### src/rtl/bsg_abs_accum_pkg.sv
// Shared types for the bsg_abs_accum streaming L1-norm stage.
package bsg_abs_accum_pkg;

  typedef enum logic {
    eAccum = 1'b0,
    eDone  = 1'b1
  } state_e;

endpackage

### src/rtl/bsg_abs_accum_if.sv
// Sample-in / sum-out handshake bundle for bsg_abs_accum.
// max_o exists only when BSG_ABS_ACCUM_PEAK_EN is defined.
interface bsg_abs_accum_if #(
  parameter int width_p       = 16,
  parameter int count_width_p = 8
);

  localparam int sum_width_p = width_p + count_width_p;

  logic [count_width_p-1:0] len_i;
  logic                     v_i;
  logic [width_p-1:0]       data_i;
  logic                     ready_o;
  logic                     v_o;
  logic [sum_width_p-1:0]   sum_o;
  logic                     yumi_i;
`ifdef BSG_ABS_ACCUM_PEAK_EN
  logic [width_p-1:0]       max_o;
`endif

  // master = sample source plus sum consumer; slave = the accumulator itself
`ifdef BSG_ABS_ACCUM_PEAK_EN
  modport master (output len_i, v_i, data_i, yumi_i,
                  input  ready_o, v_o, sum_o, max_o);
  modport slave  (input  len_i, v_i, data_i, yumi_i,
                  output ready_o, v_o, sum_o, max_o);
`else
  modport master (output len_i, v_i, data_i, yumi_i,
                  input  ready_o, v_o, sum_o);
  modport slave  (input  len_i, v_i, data_i, yumi_i,
                  output ready_o, v_o, sum_o);
`endif

endinterface

### src/rtl/bsg_abs.sv
// Two's-complement magnitude; the most negative input maps to 2^(width_p-1)
// because the result is read as unsigned.
module bsg_abs #(
  parameter int width_p = 16
) (
  input  logic [width_p-1:0] a_i,
  output logic [width_p-1:0] o
);

  assign o = a_i[width_p-1] ? ('0 - a_i) : a_i;

endmodule

### src/rtl/bsg_abs_accum.sv
// Accumulates |x| over a window of len_i+1 samples and presents the sum over valid/yumi.
// Optional peak tracking (max_o) is enabled by defining BSG_ABS_ACCUM_PEAK_EN.
module bsg_abs_accum
  import bsg_abs_accum_pkg::*;
#(
  parameter int width_p       = 16,
  parameter int count_width_p = 8
) (
  input  logic            clk_i,
  input  logic            reset_i,
  bsg_abs_accum_if.slave  io
);

  localparam int sum_width_p = width_p + count_width_p;

  state_e                   state_r;
  logic [sum_width_p-1:0]   sum_r;
  logic [count_width_p-1:0] cnt_r;
  logic [count_width_p-1:0] len_r;

  logic [width_p-1:0]       abs_x;
  logic [sum_width_p-1:0]   abs_ext;
  logic                     accept;
  logic                     first;
  logic [count_width_p-1:0] eff_len;
  logic                     last;

  bsg_abs #(.width_p(width_p)) abs_inst (
    .a_i (io.data_i),
    .o   (abs_x)
  );

  assign abs_ext = {{count_width_p{1'b0}}, abs_x};
  assign accept  = io.v_i & io.ready_o;
  // len_i is only honoured on the first sample; later changes wait for the next window
  assign first   = (cnt_r == '0);
  assign eff_len = first ? io.len_i : len_r;
  assign last    = (cnt_r == eff_len);

  // Handshake outputs are forced low during reset so the state register's
  // pre-reset contents never leak out.
  assign io.ready_o = ~reset_i & (state_r == eAccum);
  assign io.v_o     = ~reset_i & (state_r == eDone);
  assign io.sum_o   = sum_r;

  // NOTE: all state is updated with non-blocking assignments so every register
  // samples the pre-edge values of its neighbours, independent of statement order.
  always_ff @(posedge clk_i) begin
    if (reset_i) begin
      state_r <= eAccum;
      sum_r   <= '0;
      cnt_r   <= '0;
      len_r   <= '0;
    end else begin
      case (state_r)
        eAccum: begin
          if (accept) begin
            if (first) begin
              len_r <= io.len_i;
              sum_r <= abs_ext;
            end else begin
              sum_r <= sum_r + abs_ext;
            end
            if (last) begin
              state_r <= eDone;
              cnt_r   <= '0;
            end else begin
              cnt_r   <= cnt_r + 1'b1;
            end
          end
        end
        eDone: begin
          if (io.yumi_i) begin
            sum_r   <= '0;
            state_r <= eAccum;
          end
        end
        default: state_r <= eAccum;
      endcase
    end
  end

`ifdef BSG_ABS_ACCUM_PEAK_EN
  logic [width_p-1:0] max_r;

  always_ff @(posedge clk_i) begin
    if (reset_i) begin
      max_r <= '0;
    end else if (accept) begin
      if (first || (abs_x > max_r)) max_r <= abs_x;
    end else if ((state_r == eDone) && io.yumi_i) begin
      max_r <= '0;
    end
  end

  assign io.max_o = max_r;
`endif

  // A consumer must never take a sum that is not being offered.
  yumi_only_when_valid: assert property (
    @(posedge clk_i) disable iff (reset_i) io.yumi_i |-> io.v_o
  );

endmodule

### src/flat_wrapper.sv
// flat-port wrapper written by rule: the top's interface ports become plain ports
module bsg_abs_accum_flat import bsg_abs_accum_pkg::*;
#(
  parameter int width_p       = 16,
  parameter int count_width_p = 8
)
  (clk_i, reset_i, io_len_i, io_v_i, io_data_i, io_yumi_i, io_ready_o, io_v_o, io_sum_o);
  bsg_abs_accum_if #(.width_p(width_p), .count_width_p(count_width_p)) io_i ();
  input  logic clk_i;
  input  logic reset_i;
  input wire logic [$bits(io_i.len_i)-1:0] io_len_i;
  input wire logic [$bits(io_i.v_i)-1:0] io_v_i;
  input wire logic [$bits(io_i.data_i)-1:0] io_data_i;
  input wire logic [$bits(io_i.yumi_i)-1:0] io_yumi_i;
  output wire logic [$bits(io_i.ready_o)-1:0] io_ready_o;
  output wire logic [$bits(io_i.v_o)-1:0] io_v_o;
  output wire logic [$bits(io_i.sum_o)-1:0] io_sum_o;
  assign io_i.len_i = io_len_i;
  assign io_i.v_i = io_v_i;
  assign io_i.data_i = io_data_i;
  assign io_i.yumi_i = io_yumi_i;
  assign io_ready_o = io_i.ready_o;
  assign io_v_o = io_i.v_o;
  assign io_sum_o = io_i.sum_o;
  bsg_abs_accum #(.width_p(width_p), .count_width_p(count_width_p)) u_core (.clk_i(clk_i), .reset_i(reset_i), .io(io_i));
endmodule
### config.mk
export PLATFORM = sky130hd
export DESIGN_NAME = bsg_abs_accum_flat
export DESIGN_NICKNAME = d
export VERILOG_FILES = /design/src/rtl/bsg_abs_accum_pkg.sv /design/src/rtl/bsg_abs_accum_if.sv /design/src/rtl/bsg_abs.sv /design/src/rtl/bsg_abs_accum.sv /design/src/flat_wrapper.sv
export SDC_FILE = /design/constraint.sdc
export NUM_CORES = 1
export LEC_CHECK = 0
export BUFFER_PORTS_ARGS = -buffer_cell sky130_fd_sc_hd__buf_4
export CAP_MARGIN = 10
export CORE_UTILIZATION = 34
export DETAILED_ROUTE_END_ITERATION = 7
export PLACE_DENSITY_LB_ADDON = 0.08
export SYNTH_ARGS = -nofsm -noshare
export SYNTH_HDL_FRONTEND = slang
export SYNTH_SLANG_ARGS = --single-unit
### constraint.sdc
create_clock -name clk_i -period 4.1 [get_ports clk_i]
set_input_delay 0.205 -clock clk_i [delete_from_list [all_inputs] [get_ports clk_i]]
set_output_delay 0.205 -clock clk_i [all_outputs]
set_load 0.005 [all_outputs]
==> flow_summary.toml, run 1 <==
[sta]
finClkSkew_ps = 5.84
min_period_ps = 3230
fin_crit_sh = 0.788
rsz0062_at_grt = "no"
layout_setup_ws_ps = 871
setup_tns_ps = 0
finalMaxSlewViolations = 0
max_slew_margin = 0.505
fmax_ghz = 0.310
setup_viol_count_final = 0
hold_viol = 0
tightest_slew_ps = 743

[placement]
dp_hpwl_um = 6930
io_buffers = 53
gp_congestion = 0.853
dp_worst_setup_slack_ps = 593

[power]
swShare = 0.368
peakVddDrop_uv = 143
p_comb_frac = 0.378
p_switching_uw = 429
power_frac_seq = 0.386
leakage_nw = 1.54
pwr-share-clk = 0.235
p_per_area_mw_per_mm2 = 301
intPower_uw = 738

[synth]
synth-edff-count = 0
postSynthCellCount = 428
ys_ff_latch = 41
async_flop_share = 0
syn-cell-area_mm2 = 0.00329
synth_seq_area_share = 0.250
synth-main-ff-cell = "dfxtp_1"
synth_cell_types = 68
syn_nets = 478
avgSynthCellArea_um2 = 7.68
yosysWarnings = 0

[global_routing]
grt_use_total = 0.190
grt-ovfl-total = 0
use_met3 = 0.0299
grt_pass1_wl_um = 15200
grt_max_degree = 31
grt_use_met2 = 0.311
antenna_found_initial = 0
grt_pass1_vias = 3053
use_met1 = 0.260
busiest_layer = "met2"

[clock_network]
holdBufCountCts = 0
cts_tree = "built"
cts_root_buf = "clkbuf_8"
cts.clk_slew.worst_paths_ps = 90
insertion_delay_ps = 290
cts_max_path_buffers = 2
htreeDepth = 2
post_cts_buffers = 0
cts.sinks = 41
cts_inserted_buffers = 5
ctsResizeCount = 0

[detailed_routing]
drt.antenna.violating_nets = 0
drtIter0Drc = 81
avgViaCountPerCell = 5.34
wl_um = 9130
wire_per_inst_um = 15.1
dr.pass1.iters = 4
drcViolationCount = 0
num_vias = 3227

[critical_path]
cp_max_fo = 5
r2r-end = "u_core.cnt_r[3]$_SDFFE_PP0P_"
rrSetupSlack_ps = 1400
arrival_ps = 3390
r2r_start = "u_core.cnt_r[4]$_SDFFE_PP0P_"
endpoint_kind = "flop"
cp_data_required_time_ps = 4260
r2r_cells = 7
critPathLaunchType = "input pin"
path_class = "in2reg"

[min_path]
hold_path_end = "u_core.len_r[7]$_SDFFE_PP0P_"
min_path_type = "in2reg"
hold_depth = 3
hp-start = "io_len_i[7]"

[layout]
nets = 524
final_common_cell = "nand2_1"
drive_gt1_frac = 0.173
area_delta_synth_final_pct = 18.1
n_antenna_cell = 0
final_cell_mix = "nand2_1, buf_4, dfxtp_1"
final_util = 0.418

[floorplan]
row_count = 35
start_util = 0.354
die_w_um = 100
die_h_um = 100
die-area_mm2 = 0.0101
ios = 54
core_area_mm2 = 0.00928

[outcome]
outcome = "completed"

[job]
max_cap_viol_count = 0
==> power by group through the flow <==
stage | clock (mW) | combinational (mW) | sequential [mW]
after global routing | 0.306 | 0.495 | 0.456
after CTS | 0.289 | 0.443 | 0.451
after floorplan | 0 | 0.310 | 0.456
after global placement | 0 | 0.439 | 0.460
final | 0.274 | 0.442 | 0.451
after detailed placement | 0 | 0.440 | 0.461
==> stage by stage <==
stage               instance area [um^2]  instances  hold WS [ps]  power [mW]
finish                              3880        604           169        1.17
global route                        3880        604           169        1.26
CTS                                 3880        604           155        1.18
detailed placement                  3790        596           462       0.901
global placement                    3790        596           458       0.900
floorplan                           3290        428           352       0.766
==> registers in the layout, summed over array words and instances (netlist names) <==
register and flops:
u_core.io.sum_o 24, u_core.len_r 8, u_core.state_r 1, u_core.cnt_r 8
==> worst max-delay path, stage by stage <==
cell and delay [ps]:
buf_4 120, or4_4 550, or4_1 430, o31ai_1 250, xnor2_1 160, ha_1 370, nand2_1 90, nor2_1 210
nand4_1 110, or4_1 450, a31oi_1 220, xnor2_1 130, o21ai_0 90
==> synth_stat cells, drive strengths merged, types with 6 or more instances <==
cell type  number  area, um^2
nand2          58         220
dfxtp          41         821
nor2           31         116
a21oi          30         154
nand3          27         135
o21ai          24         124
xnor2          23         201
ha             21         263
inv            19        71.3
clkbuf         14        52.6
a31oi          10        62.6
nor3           10        50.1
mux2i           8        80.1
nand4           7        50.1
xor2            7        61.3
nand2b          6        37.5
o31ai           6        45.0
==> metal layers <==
metal,vias to the layer above,wire length [um]
met3,8,342
met5,-,0
met4,0,99
li1,1659,-
met1,1496,4490
met2,64,4190
==> kinds of logic after synthesis <==
group	after synthesis	synth area share
adder cells (fa/ha/maj)	22	0.0860
AO/OA/AOI/OAI	121	0.255
XOR/XNOR	30	0.0799
flip-flops	41	0.250
multiplexers	9	0.0278
buffers and inverters	37	0.0468
AND/OR/NAND/NOR	168	0.255
==> layout make-up <==
| type | count | area, um^2 |
|---|---|---|
| sequential | 41 | 821 |
| tap | 129 | 161 |
| clock buffer | 5 | 68.8 |
| clock inverter | 3 | 17.5 |
| inverter | 20 | 75.1 |
| timing repair buffer | 56 | 420 |
| fill | 1012 | 5400 |
| multi-input combinational | 350 | 2320 |
==> worst max path at each step <==
stage / start / endpoint / depth (start not counted)
2_1_floorplan: io_data_i[9] / u_core.io.sum_o[22]$_SDFFE_PP0P_ / 13
3_5_place_dp: io_data_i[9] / u_core.io.sum_o[22]$_SDFFE_PP0P_ / 13
4_1_cts: io_data_i[9] / u_core.io.sum_o[22]$_SDFFE_PP0P_ / 13
5_1_grt: io_data_i[9] / u_core.io.sum_o[22]$_SDFFE_PP0P_ / 13
3_3_place_gp: io_data_i[9] / u_core.io.sum_o[22]$_SDFFE_PP0P_ / 13
6_report: io_data_i[9] / u_core.io.sum_o[22]$_SDFFE_PP0P_ / 13
Power figures use the tool's default switching activity.
==> inputs of run 2 (changes only) <==
==> constraint.sdc (replaced) <==
create_clock -name clk_i -period 2.9 [get_ports clk_i]
set_input_delay 0.145 -clock clk_i [delete_from_list [all_inputs] [get_ports clk_i]]
set_output_delay 0.145 -clock clk_i [all_outputs]
set_load 0.005 [all_outputs]
==> run 2 against run 1 <==
Against the previous run:
- sequential power up 42%
- power up 65%
- first-iteration DRC count up 72%
- clock power up 70%
- critical path type unchanged
==> flow_summary.toml, run 2 (synthesized netlist as in run 1, its figures left out) <==
[outcome]
outcome = "completed"

[clock_network]
insertion_delay_ps = 290
cts_inserted_buffers = 5
cts.clk_slew.worst_paths_ps = 90
cts_tree = "built"
cts_root_buf = "clkbuf_8"
htreeDepth = 2
cts_max_path_buffers = 2
cts.sinks = 41

[power]
pwr-share-clk = 0.242
leakage_nw = 1.88
swShare = 0.342
intPower_mw = 1.27
power_frac_seq = 0.332
p_switching_uw = 659
peakVddDrop_uv = 255
p_comb_frac = 0.426
p_total_mw = 1.93
p_per_area_mw_per_mm2 = 427

[layout]
nets = 588
area_delta_synth_final_pct = 37.6
final_util = 0.487
final_cell_mix = "buf_4, nand2_1, dfxtp_1"
final_common_cell = "buf_4"
fin_area_mm2 = 0.00452
n_antenna_cell = 0
largest_register_ffs = 24
drive_gt1_frac = 0.309

[sta]
tightest_slew_ps = 574
finalMaxSlewViolations = 0
min_period_ps = 2860
finClkSkew_ps = 5.68
setup_viol_count_final = 0
hold_slack_ps = 109
hold_viol = 0
fin_crit_sh = 0.988
fmax_ghz = 0.349
max_slew_margin = 0.616
rsz0062_at_grt = "yes"

[critical_path]
cp_common_cell = "or4_4"
path_cells = "buf_4 > or4_4 > or4_4 > o31ai_4 > xnor2_2 > ha_4 > nand2_2 > nor2_2 > nand4_1 > or4_4 > a31oi_4 > xnor2_2 > o21ai_1"
cpPeakStageDelay_ps = 520
cp_num_buf_inv = 1
critPathSlowestCell = "or4_4"
path_class = "in2reg"
endpoint_kind = "flop"
arrival_ps = 3050
cp_max_fo = 4
cp_data_required_time_ps = 3080
crit_family = "simple AND/OR/NAND/NOR gates"
critPathLaunchType = "input pin"
rrSetupSlack_ps = 280

[placement]
io_buffers = 53
dp_hpwl_um = 7450
dpl-instance-area_mm2 = 0.00427
gp_congestion = 0.822

[global_routing]
grt_max_degree = 26
grt_use_total = 0.195
grt-ovfl-total = 0
grt_pass1_wl_um = 15700
grt_pass1_vias = 3246
antenna_found_initial = 0

[detailed_routing]
wl_um = 9680
dr.pass1.iters = 4
drcViolationCount = 0
avgViaCountPerCell = 5.24
num_vias = 3493
drt.antenna.violating_nets = 0
wire_per_inst_um = 14.5
drtIter0Drc = 139

[floorplan]
ios = 54
die_h_um = 100
start_util = 0.354
core_area_mm2 = 0.00928
row_count = 35
die_w_um = 100
die-area_mm2 = 0.0101

[min_path]
min_path_type = "in2reg"

[job]
max_cap_viol_count = 0
-- run 2: cell types whose count changed in the layout (fill, tap and decap cells not counted), sizes merged --
cell / before / now
clkinvlp: 1 / 0
bufinv: 0 / 1
buf: 56 / 120
clkinv: 3 / 2
-- run 2: timing repair --
action	4_1_cts	5_1_grt
cloned	0	0
setup buffers	0	2
gates resized for setup	1	25
pin swaps	2	7
setup endpoints to repair	1	9
hold buffers	0	0
-- run 2: power groups by stage --
stage / registers (mW) / logic (mW) / clock network [mW]
6_report: 0.640 / 0.823 / 0.466
5_1_grt: 0.646 / 0.905 / 0.499
2_1_floorplan: 0.644 / 0.440 / 0
3_3_place_gp: 0.651 / 0.772 / 0
3_5_place_dp: 0.652 / 0.771 / 0
4_1_cts: 0.639 / 0.777 / 0.480
-- run 2: area by class of cell --
cell class	count	area (um^2)
fillers	967	4760
multi-input cells	350	2460
repair buffers	120	901
flip-flops and latches	41	821
well taps	129	161
inverters	20	75.1
clock buffers	5	68.8
clock inverters	2	35.0
-- run 2: routing by layer --
layer,GRT usage,routed length (um),vias to the layer above
met2,0.327,4520,69
met4,0.0334,77,0
met5,0,0,-
li1,-,-,1785
met3,0.0237,296,7
met1,0.270,4780,1632
-- run 2: metrics by stage --
step           std cells  worst slack, ps  TNS [ps]
2_1_floorplan        428            -91.8      -162
3_3_place_gp         658             -290     -1760
3_5_place_dp         658             -330     -1950
4_1_cts              665            -13.2     -13.2
5_1_grt              667            -46.8     -91.2
6_report             667             35.9         0
-- run 2: worst min-delay path, stage by stage --
cell and delay, ps:
buf_4 110, nand3_1 50, a21oi_1 50
-- run 2: worst paths after layout --
kind,startpoint,end,cells past startpoint
worst min-delay path,io_len_i[3],u_core.len_r[3]$_SDFFE_PP0P_,3
worst max-delay path,io_data_i[9],u_core.io.sum_o[22]$_SDFFE_PP0P_,13
worst min register to register,u_core.len_r[4]$_SDFFE_PP0P_,u_core.len_r[4]$_SDFFE_PP0P_,2
worst max register to register,u_core.io.sum_o[0]$_SDFFE_PP0P_,u_core.io.sum_o[22]$_SDFFE_PP0P_,11
==> inputs of run 3 (changes only) <==
==> constraint.sdc (replaced) <==
create_clock -name clk_i -period 2.9 [get_ports clk_i]
set_input_delay 0.145 -clock clk_i [delete_from_list [all_inputs] [get_ports clk_i]]
set_output_delay 0.145 -clock clk_i [all_outputs]
set_load 0.05 [all_outputs]
==> run 3 against run 2 <==
Against the previous run:
- critical path depth did not move
- critical path type unchanged
- clock-buffer cell count did not move
- register-to-register slack improved by 30 ps
- highest routed layer unchanged
- die area did not move
- maximum frequency rose by 0.34%
==> flow_summary.toml, run 3 (synthesized netlist as in run 1, its figures left out) <==
[outcome]
outcome = "completed"

[critical_path]
r2r_cells = 7
cp_num_buf_inv = 1
endpoint_kind = "flop"
crit_family = "simple AND/OR/NAND/NOR gates"
path_class = "in2reg"
r2r_start = "u_core.cnt_r[4]$_SDFFE_PP0P_"
cp_max_fo = 4
critPathLaunchType = "input pin"
r2r-end = "u_core.cnt_r[3]$_SDFFE_PP0P_"
rrSetupSlack_ps = 310
cp_num_cells = 13
critPathCapture = "u_core.io.sum_o[22]$_SDFFE_PP0P_"
cpPeakStageDelay_ps = 530
cp_common_cell = "or4_4"
path_cells = "buf_4 > or4_4 > or4_4 > o31ai_4 > xnor2_2 > ha_4 > nand2_1 > nor2_2 > nand4_1 > or4_4 > a31oi_2 > xnor2_1 > o21ai_0"
cp_data_required_time_ps = 3070
cp-startpoint = "io_data_i[9]"
arrival_ps = 3030
critPathSlowestCell = "or4_4"

[sta]
tightest_slew_ps = 843
finalMaxSlewViolations = 0
max_slew_margin = 0.437
fmax_ghz = 0.350
hold_viol = 0
fin_crit_sh = 0.984
setup_viol_count_final = 0
min_period_ps = 2850
rsz0062_at_grt = "yes"
finClkSkew_ps = 7.11
hold_slack_ps = 106
setup_tns_ps = 0

[global_routing]
antenna_found_initial = 0
busiest_layer = "met2"
use_met3 = 0.0341
grt_max_degree = 26
grt_pass1_vias = 3140
grt-ovfl-total = 0
grt_use_total = 0.196
grt_use_met2 = 0.309
grt_pass1_wl_um = 15600
use_met1 = 0.276

[power]
p_comb_frac = 0.448
p_per_area_mw_per_mm2 = 450
pwr-share-clk = 0.233
peakVddDrop_uv = 193
intPower_mw = 1.26
power_frac_seq = 0.319
swShare = 0.369
p_switching_uw = 738
leakage_nw = 1.85

[detailed_routing]
wl_um = 9530
drtIter0Drc = 104
drt.antenna.violating_nets = 0
avgViaCountPerCell = 5.15
dr.pass1.iters = 5
wire_per_inst_um = 14.4
drcViolationCount = 0
num_vias = 3408

[placement]
dpl.cell_count = 655
io_buffers = 53
gp_congestion = 0.866
dp_hpwl_um = 7430

[clock_network]
htreeDepth = 2
ctsResizeCount = 0
cts_inserted_buffers = 5
cts_max_path_buffers = 2
cts_tree = "built"
post_cts_buffers = 0
insertion_delay_ps = 300
cts.clk_slew.worst_paths_ps = 90
cts.sinks = 41
cts_root_buf = "clkbuf_8"
holdBufCountCts = 0

[floorplan]
ios = 54
die_h_um = 100
die-area_mm2 = 0.0101
start_util = 0.354
die_w_um = 100
core_area_mm2 = 0.00928
row_count = 35

[layout]
nets = 583
final_cell_mix = "buf_4, nand2_1, dfxtp_1"
largest_register_ffs = 24
final_common_cell = "buf_4"
n_antenna_cell = 0
fillers = 1009
instances_no_fill = 662
drive_gt1_frac = 0.295
area_delta_synth_final_pct = 35.2

[min_path]
min_path_type = "in2reg"

[job]
max_cap_viol_count = 0
-- run 3: stage by stage --
step | setup slack, ps | utilization | power (mW) | area (um^2)
6_report | 45.5 | 0.479 | 2.00 | 4440
2_1_floorplan | -79.1 | - | 1.18 | 3310
3_5_place_dp | -292 | 0.459 | 1.52 | 4260
3_3_place_gp | -260 | 0.459 | 1.52 | 4260
4_1_cts | 8.93 | 0.470 | 2.00 | 4370
5_1_grt | -70.4 | 0.479 | 2.14 | 4440
-- run 3: worst min path at each step --
stage / from / endpoint / slack (ps) / depth (start not counted)
6_report: io_len_i[6] / u_core.len_r[6]$_SDFFE_PP0P_ / 110 / 3
5_1_grt: io_len_i[3] / u_core.len_r[3]$_SDFFE_PP0P_ / 110 / 3
3_5_place_dp: io_len_i[5] / u_core.len_r[5]$_SDFFE_PP0P_ / 430 / 3
2_1_floorplan: io_len_i[7] / u_core.len_r[7]$_SDFFE_PP0P_ / 290 / 2
3_3_place_gp: io_len_i[6] / u_core.len_r[6]$_SDFFE_PP0P_ / 420 / 3
4_1_cts: io_len_i[3] / u_core.len_r[3]$_SDFFE_PP0P_ / 100 / 3
-- run 3: final cells by class --
cell class              instances  area, um^2  area share
flip-flops and latches         41         821       0.185
inverters                      20        75.1      0.0169
multi-input cells             350        2420       0.544
clock buffers                   5        68.8      0.0155
clock inverters                 2        35.0     0.00788
well taps                     129         161      0.0363
repair buffers                115         867       0.195
-- run 3: tightest hold or removal path: stages --
cell and delay [ps]:
buf_4 110, nand3_1 50, a21oi_1 50
-- run 3: power groups by stage --
stage	sequential, mW	combinational, mW	clock, mW
6_report	0.639	0.896	0.465
5_1_grt	0.645	0.986	0.509
4_1_cts	0.639	0.877	0.483
3_5_place_dp	0.651	0.870	0
3_3_place_gp	0.651	0.872	0
2_1_floorplan	0.734	0.444	0
-- run 3: metal layers --
| metal | up-vias | share of wire |
|---|---|---|
| met1 | 1568 | 0.50 |
| met2 | 63 | 0.45 |
| met5 | - | 0 |
| met4 | 0 | 0.011 |
| met3 | 10 | 0.038 |
| li1 | 1767 | - |
